### src/rtl/store_trace_fifo.sv
`default_nettype none
// ============================================================================
// Module   : store_trace_fifo
// Purpose  : Observes the CPU data-memory write bus and captures every store
//            whose address lies in [ADDR_LO, ADDR_HI]. Captured stores are
//            queued in a first-word-fall-through FIFO and drained over a
//            valid/ready stream. The CPU is never stalled: stores that hit a
//            full FIFO are dropped, flagged (overflow) and counted (drop_cnt).
// Ports    : clk, reset (async, active low), clear (sync flush)
//            mem_write / data_adr / write_data   - CPU store bus
//            out_valid / out_ready / out_addr / out_data / out_ts - drain
//            count, overflow, drop_cnt           - status
// Options  : STORE_TRACE_TIMESTAMP_EN - when defined, every entry carries the
//            TS_W-bit cycle-counter value of its capture cycle on out_ts;
//            otherwise no counter is built and out_ts reads 0.
// Revision : 1.0 - initial release
// ============================================================================
module store_trace_fifo #(
    parameter int unsigned DEPTH   = 16,
    parameter logic [31:0] ADDR_LO = 32'h0000_0000,
    parameter logic [31:0] ADDR_HI = 32'hFFFF_FFFF,
    parameter int unsigned TS_W    = 16
) (
    input  logic                     clk,
    input  logic                     reset,
    input  logic                     clear,
    input  logic                     mem_write,
    input  logic [31:0]              data_adr,
    input  logic [31:0]              write_data,
    output logic                     out_valid,
    input  logic                     out_ready,
    output logic [31:0]              out_addr,
    output logic [31:0]              out_data,
    output logic [TS_W-1:0]          out_ts,
    output logic [$clog2(DEPTH):0]   count,
    output logic                     overflow,
    output logic [7:0]               drop_cnt
);

    localparam int unsigned c_PTR_W = $clog2(DEPTH);
    localparam int unsigned c_CNT_W = c_PTR_W + 1;
    localparam logic [c_CNT_W-1:0] c_FULL = c_CNT_W'(DEPTH);

    // Elaboration-time guard on the FIFO geometry.
    if ((DEPTH < 2) || ((DEPTH & (DEPTH - 1)) != 0)) begin : g_depth_check
        $error("store_trace_fifo: DEPTH must be a power of 2 and at least 2");
    end

    // ------------------------------------------------------------------------
    // Address window. The borrow bit of a 33-bit subtraction gives an unsigned
    // compare that stays well-formed when the window spans the full range.
    // ------------------------------------------------------------------------
    logic [32:0] w_lo_diff;
    logic [32:0] w_hi_diff;
    logic        w_hit;

    assign w_lo_diff = {1'b0, data_adr} - {1'b0, ADDR_LO};
    assign w_hi_diff = {1'b0, ADDR_HI}  - {1'b0, data_adr};
    assign w_hit     = mem_write && !w_lo_diff[32] && !w_hi_diff[32];

    // ------------------------------------------------------------------------
    // FIFO control state
    // ------------------------------------------------------------------------
    logic [c_PTR_W-1:0] r_wr_ptr_q,   w_wr_ptr_d;
    logic [c_PTR_W-1:0] r_rd_ptr_q,   w_rd_ptr_d;
    logic [c_CNT_W-1:0] r_count_q,    w_count_d;
    logic               r_overflow_q, w_overflow_d;
    logic [7:0]         r_drop_cnt_q, w_drop_cnt_d;

    logic w_empty;
    logic w_full;
    logic w_pop;
    logic w_push;
    logic w_drop;
    logic w_mem_we;

    assign w_empty = (r_count_q == '0);
    assign w_full  = (r_count_q == c_FULL);
    assign w_pop   = !w_empty && out_ready;
    // A simultaneous pop frees the slot, so a full FIFO still accepts the push.
    assign w_push  = w_hit && (!w_full || w_pop);
    assign w_drop  = w_hit && w_full && !w_pop;
    // Nothing is captured in a clear cycle.
    assign w_mem_we = w_push && !clear;

    always_comb begin
        w_wr_ptr_d   = r_wr_ptr_q;
        w_rd_ptr_d   = r_rd_ptr_q;
        w_count_d    = r_count_q;
        w_overflow_d = r_overflow_q;
        w_drop_cnt_d = r_drop_cnt_q;

        if (clear) begin
            w_wr_ptr_d   = '0;
            w_rd_ptr_d   = '0;
            w_count_d    = '0;
            w_overflow_d = 1'b0;
            w_drop_cnt_d = '0;
        end else begin
            if (w_push) begin
                w_wr_ptr_d = r_wr_ptr_q + 1'b1;
            end
            if (w_pop) begin
                w_rd_ptr_d = r_rd_ptr_q + 1'b1;
            end
            case ({w_push, w_pop})
                2'b10:   w_count_d = r_count_q + 1'b1;
                2'b01:   w_count_d = r_count_q - 1'b1;
                default: w_count_d = r_count_q;
            endcase
            if (w_drop) begin
                w_overflow_d = 1'b1;
                if (r_drop_cnt_q != 8'hFF) begin
                    w_drop_cnt_d = r_drop_cnt_q + 8'd1;
                end
            end
        end
    end

    always_ff @(posedge clk or negedge reset) begin
        if (!reset) begin
            r_wr_ptr_q   <= '0;
            r_rd_ptr_q   <= '0;
            r_count_q    <= '0;
            r_overflow_q <= 1'b0;
            r_drop_cnt_q <= '0;
        end else begin
            r_wr_ptr_q   <= w_wr_ptr_d;
            r_rd_ptr_q   <= w_rd_ptr_d;
            r_count_q    <= w_count_d;
            r_overflow_q <= w_overflow_d;
            r_drop_cnt_q <= w_drop_cnt_d;
        end
    end

    // ------------------------------------------------------------------------
    // Storage. Contents need no reset: an empty FIFO masks the outputs.
    // ------------------------------------------------------------------------
    logic [31:0] r_addr_mem [DEPTH];
    logic [31:0] r_data_mem [DEPTH];

    always_ff @(posedge clk) begin
        if (w_mem_we) begin
            r_addr_mem[r_wr_ptr_q] <= data_adr;
            r_data_mem[r_wr_ptr_q] <= write_data;
        end
    end

`ifdef STORE_TRACE_TIMESTAMP_EN
    // Free-running capture-cycle counter; zeroed by reset and by clear.
    logic [TS_W-1:0] r_ts_q, w_ts_d;
    logic [TS_W-1:0] r_ts_mem [DEPTH];

    always_comb begin
        w_ts_d = r_ts_q + 1'b1;
        if (clear) begin
            w_ts_d = '0;
        end
    end

    always_ff @(posedge clk or negedge reset) begin
        if (!reset) begin
            r_ts_q <= '0;
        end else begin
            r_ts_q <= w_ts_d;
        end
    end

    always_ff @(posedge clk) begin
        if (w_mem_we) begin
            r_ts_mem[r_wr_ptr_q] <= r_ts_q;
        end
    end

    assign out_ts = w_empty ? '0 : r_ts_mem[r_rd_ptr_q];
`else
    assign out_ts = '0;
`endif

    // ------------------------------------------------------------------------
    // First-word-fall-through outputs, driven only by registered state.
    // ------------------------------------------------------------------------
    assign out_valid = !w_empty;
    assign out_addr  = w_empty ? 32'd0 : r_addr_mem[r_rd_ptr_q];
    assign out_data  = w_empty ? 32'd0 : r_data_mem[r_rd_ptr_q];
    assign count     = r_count_q;
    assign overflow  = r_overflow_q;
    assign drop_cnt  = r_drop_cnt_q;

endmodule
`default_nettype wire
### config.mk
export PLATFORM = sky130hd
export DESIGN_NAME = store_trace_fifo
export DESIGN_NICKNAME = d
export VERILOG_FILES = /design/src/rtl/store_trace_fifo.sv
export SDC_FILE = /design/constraint.sdc
export NUM_CORES = 1
export LEC_CHECK = 0
export CORE_UTILIZATION = 60
export CTS_BUF_LIST = sky130_fd_sc_hd__clkbuf_16
export CTS_CLUSTER_SIZE = 16
export DETAILED_ROUTE_END_ITERATION = 6
export PLACE_DENSITY = 0.79
export SYNTH_ARGS = -nofsm -noshare
export SYNTH_HDL_FRONTEND = slang
export SYNTH_SLANG_ARGS = --single-unit
### constraint.sdc
create_clock -name clk -period 12.45 [get_ports clk]
set_input_delay 1.245 -clock clk [delete_from_list [all_inputs] [get_ports clk]]
set_output_delay 1.245 -clock clk [all_outputs]
set_load 0.1 [all_outputs]
After elaboration in Yosys (flattened, before gate mapping)
Memories as Yosys holds them, arrays and structs flattened.
Index checks and enable logic that the tools add are counted.
{"block": "totals", "register_bits": 22, "mem_bits_rw": 1024, "input_bits": 69, "output_inout_bits": 95, "wordCells": 51, "n_memories": 2}
{"block": "op_classes", "addsub": 6, "eq_ne": 4, "n_mux": 15, "reduce_logical": 19}
{"memory": "r_addr_mem", "words": 16, "word_bits": 32, "rd": 1, "rd_clocked_by_memory_dff": 0, "write_ports": 1, "line_no": "139", "source": "logic [31:0] r_addr_mem [DEPTH];"}
{"memory": "r_data_mem", "words": 16, "word_bits": 32, "rd": 1, "rd_clocked_by_memory_dff": 0, "write_ports": 1, "line_no": "140", "source": "logic [31:0] r_data_mem [DEPTH];"}
{"operator": "32-bit two-way mux", "count": 2}
{"operator": "32-bit by 32-bit subtractor with 33-bit output (first input constant)", "count": 1}
{"operator": "8-bit two-way mux", "count": 3}
{"operator": "4-bit two-way mux", "count": 4}
{"operator": "5-bit case mux with 2 select lines", "count": 1}
{"operator": "4-bit by 1-bit adder with 4-bit output (second input constant)", "count": 2}
{"operator": "8-bit by 1-bit adder with 8-bit output (second input constant)", "count": 1}
{"operator": "8-bit inequality test (second input constant)", "count": 1}
{"operator": "2-bit nonzero test", "count": 4}
{"operator": "1-bit logical AND", "count": 6}
{"operator": "5-bit by 1-bit adder with 5-bit output (second input constant)", "count": 1}
{"operator": "5-bit == test (second input constant)", "count": 1}
{"operator": "1-bit zero test", "count": 5}
{"operator": "5-bit zero test", "count": 1}
{"operator": "5-bit two-way mux", "count": 1}
{"operator": "5-bit by 1-bit subtractor with 5-bit output (second input constant)", "count": 1}
{"operator": "1-bit two-way mux", "count": 4}
{"operator": "3-bit nonzero test", "count": 1}
{"operator": "2-bit by 1-bit == test with 1-bit output (second input constant)", "count": 1}
{"operator": "2-bit == test (second input constant)", "count": 1}
{"operator": "2-bit AND reduction", "count": 1}
{"operator": "1-bit logical OR", "count": 1}

Depth between registers and ports, before layout
{"block": "logic_depth", "depth_word": 8, "mapped_depth": 11, "ltp_nobuf": 10}

Least setup slack after synthesis
OpenSTA, ideal clock, no wires.
{"block": "synth_timing", "path_kind": "input -> register", "from": "in out_ready", "to": "mem r_addr_mem[3][0], enable pin", "setup_time_ps": 565, "arrival_ps": 6245, "required_ps": 11885, "path_slack_ps": 5640, "path_stages": 5, "n_path_buf": 1, "cell_sequence": "buf_2 nor2b_1 a21oi_1 nand2_1 nor3_1"}
{"block": "synth_via", "elab_chain_len": 6}
{"element": "start: declaration", "line_no": "31", "source": "input logic out_ready,"}
{"element": "1-bit logical AND", "line_no": "79", "source": "assign w_pop = !w_empty && out_ready;"}
{"element": "1-bit logical OR", "line_no": "81", "source": "assign w_push = w_hit && (!w_full || w_pop);"}
{"element": "1-bit logical AND", "line_no": "81"}
{"element": "1-bit logical AND", "line_no": "84", "source": "assign w_mem_we = w_push && !clear;"}
{"element": "1-bit two-way mux", "line_no": "143", "source": "if (w_mem_we) begin"}
{"element": "1-bit two-way mux (not written as such)", "line_no": "144", "source": "r_addr_mem[r_wr_ptr_q] <= data_adr;"}
{"element": "end: declaration", "line_no": "139"}
Every way passes these cells.

Worst setup path after layout
{"block": "layout_timing", "from": "reg r_rd_ptr_q[1]", "to": "out out_data[18]"}
{"block": "layout_via", "elab_chain_len": 2}
{"element": "start: declaration", "line_no": "65", "source": "logic [c_PTR_W-1:0] r_rd_ptr_q, w_rd_ptr_d;"}
{"element": "start signal: assignment", "line_no": "129", "source": "r_rd_ptr_q <= w_rd_ptr_d;"}
{"element": "memory 16 x 32 bit"}
{"element": "32-bit two-way mux", "line_no": "185", "source": "assign out_data = w_empty ? 32'd0 : r_data_mem[r_rd_ptr_q];"}
{"element": "end: declaration", "line_no": "33", "source": "output logic [31:0] out_data,"}
Every way passes these cells.

==> run summary <==
unrepaired setup endpoints after global routing: false
largest family of logic cells by synthesized area: multiplexers
number of global-route vias before repair: 19,598
full die area: 68,000 um^2
Crit Reg-Reg Startpoint: count[4]
hold buffer count at cts: 0
largest net degree at the start of global routing: 129
# DRC: 18
worst r2r dst: r_data_mem[4][12]
crit-path max FO: 80
Seq/Total Area, Yosys: 0.779
HP Start: overflow
flop2flop setup slack: 8.90 ns
XOR/XNOR share of the synthesized area: 0.00305
critical path class: reg -> out
Worst Setup End Kind: primary output
Worst path most repeated cell: buf_4
met2 routed WL: 45.2 mm
Boundary Pins: 164
CTS Buf Count: 100
drt first pass iters: 7
VDD IR max: 0.000328 V
Cell Area, Synth: 40,200 um^2
critical path required time: 11.20 ns
placed cell count: 2,700
Pwr Total: 9.84 mW
worst hold slack: 0.513 ns
DR vias/cell: 6.59
status: finished with violations
CTS resizes: 0
chip height: 261 um
post-route setup slack: 5.44 ns
Layout Skew: 0.0261 ns
dpl hpwl: 41.5 mm
Die X: 261 um
wire per inst: 30.3 um
crit path time final: 7.01 ns
Post-CTS Setup Repair Bufs: 0
Hold Crit Endpoint: overflow
highest routed layer: met5
met3 WL post-DR: 7.43 mm
leakage power: 14.0 nW
clock latency at the later pin of the worst-skew pair: 0.67 ns
Vias: 19,035
first-pass GRT wire length: 128 mm
CP peak stage delay: 1.23 ns
Synth Area in Compound Gates: 0.0135
WP data arrival: 5.77 ns
Max Transition Viols Final: 0
placer congestion estimate: 0.767
Max-slew headroom: 0.209
max-cap violations: 0
ANT nets after route: 0
reg2reg path depth: 5
Post-Synth Simple-Gate Area: 0.0112
Initial Utilization: 0.609
Final Hold Fails: 0
Yosys warnings: 0
M1 wire length: 32.8 mm
post-synthesis adder-cell area fraction: 0.00249
multiplexer share of the synthesized area: 0.176
Port Buf Inserts: 147
area leader, netlist: edfxtp_1
DRT iter0 DRCs: 2,083
Core Rows: 94
Final Cycle Share: 0.563
Root Driver: clkbuf_16
failing checks: DRC
slowest CP cell: clkdlybuf4s50_1
Peak Freq: 143 MHz
Cell Chain, Critical Path: buf_4, buf_4, mux4_2, mux2i_1, o22ai_1, clkdlybuf4s50_1
Synth Instances: 1,747
Worst Hold Depth: 2
top cell type's share of synthesized area: 0.766
CTS tree: done
distinct cell type count after synthesis: 40
Clock transition at path regs: 0.06 ns
Post-Route WL: 87.6 mm
worst-margin pin slew: 1.18 ns
final setup fails: 0
Worst setup SP type: flip-flop
ratio of cells with drive above 1 in the final layout: 0.228
Layout Nets: 2,015
Clock Path Buffers: 3
synthesis-to-layout area growth: 14.4%
core area: 66,000 um^2
Final Non-Filler Cells: 2,890
worst slack, placed: 6.17 ns
GRT Util Overall: 0.264
top post-synthesis cells by area: edfxtp_1 (77%), mux4_2 (14%), mux2i_1 (3.3%)
HP Class: reg -> reg
initial antenna violation count: 5
syn avg cell area: 23.0 um^2
H-tree depth: 3
Post-Route Setup TNS: 0 ns
clock sink total: 1,046
gr ovfl total: 0
Yosys reg bits: 1,046
Power Density: 214 nW/um^2
[synthesized netlist by cell type]
cell type and instances:
a211oi_1 1, a22o_1 1, nand3_1 6, inv_1 6
a21boi_0 1, clkbuf_1 33, buf_4 18, dfrtp_1 22
a2111o_1 1, nor2_1 34, edfxtp_1 1024, o31a_2 1
nor4b_1 1, nand2b_1 8, nor3_1 9, buf_1 9
o21a_1 1, mux2i_1 132, nand2_2 1, nor4_4 1
o211ai_1 1, or3_1 2, a21o_1 1, nor3b_1 1
nor2b_1 2, nor4_1 5, nand4_1 2, conb_1 1
ha_1 8, xor2_1 4, nand3_4 1, a21oi_1 8
o22ai_1 64, xnor2_1 10, buf_2 49, and4b_1 1
o21ai_0 5, mux4_2 256, a311oi_1 1, nand2_1 15
[per-layer routing]
metal,vias to the layer above,global-route usage
li1,7769,-
met1,10072,0.353
met2,1028,0.443
met3,162,0.0490
met4,4,0.0867
met5,-,0
[critical path: cells and delay by family (launching register included)]
kind                   cells  cell delay (ns)
buffers and inverters      3             3.18
DFF                        1             0.79
muxes                      2             0.48
AOI/OAI and AO/OA          1             0.43
[flip-flops by register name (all words and copies together) (netlist names)]
register    count
count           5
drop_cnt        8
overflow        1
r_addr_mem    512
r_data_mem    512
r_rd_ptr_q      4
r_wr_ptr_q      4
[layout by cell type (no fill, tap or decap), drive strengths merged, types with 4 or more instances in the layout]
cell and instances:
xnor2 10, bufinv 13, xor2 4, ha 8, nand3 7, nand2 16
o22ai 64, buf 36, diode 5, o21ai 5, conb 16, edfxtp 1024
clkbuf 102, nand2b 8, nor2 34, inv 26, nor3 9, mux4 256
a21oi 8, clkinv 45, mux2i 132, dfrtp 22, clkinvlp 5, clkdlybuf4s50 147
nor4 6
[power by group]
group	switching, mW	internal (mW)
combinational	1.99	0.834
sequential	0.0623	3.92
clock	1.28	1.76
[logic make-up (layout without fill, tap and decap cells)]
family | count (synthesis) | after routing
multiplexers | 388 | 388
XOR/XNOR | 14 | 14
buffers and inverters | 115 | 374
AND/OR/NAND/NOR | 89 | 89
flip-flops | 1046 | 1046
other | 1 | 21
adder cells (fa/ha/maj) | 8 | 8
AO/OA/AOI/OAI | 86 | 86
[metrics by stage]
stage | utilization | area [um^2]
2_1_floorplan | - | 40200
3_3_place_gp | 0.646 | 42700
3_5_place_dp | 0.646 | 42700
4_1_cts | 0.696 | 45900
5_1_grt | 0.696 | 46000
6_report | 0.697 | 46000
[layout make-up]
class	instances	area (um^2)
fillers	3750	20000
clock buffers	102	2550
diodes	5	12.5
clock inverters	83	741
well taps	864	1080
repair buffers	183	1750
multi-input cells	601	8480
inverters	6	22.5
flip-flops and latches	1046	31300
[how the worst max path moves through the flow]
stage | startpoint | slack, ns | to | depth (start not counted)
2_1_floorplan | out_ready | 5.64 | r_addr_mem[3][0] | 5
3_3_place_gp | r_rd_ptr_q[1] | 6.19 | out_data[18] | 6
3_5_place_dp | r_rd_ptr_q[1] | 6.17 | out_data[18] | 6
4_1_cts | r_rd_ptr_q[1] | 5.50 | out_data[18] | 6
5_1_grt | r_rd_ptr_q[0] | 5.23 | out_addr[0] | 6
6_report | r_rd_ptr_q[1] | 5.44 | out_data[18] | 6
No activity file was read; power rests on OpenSTA's default activity.
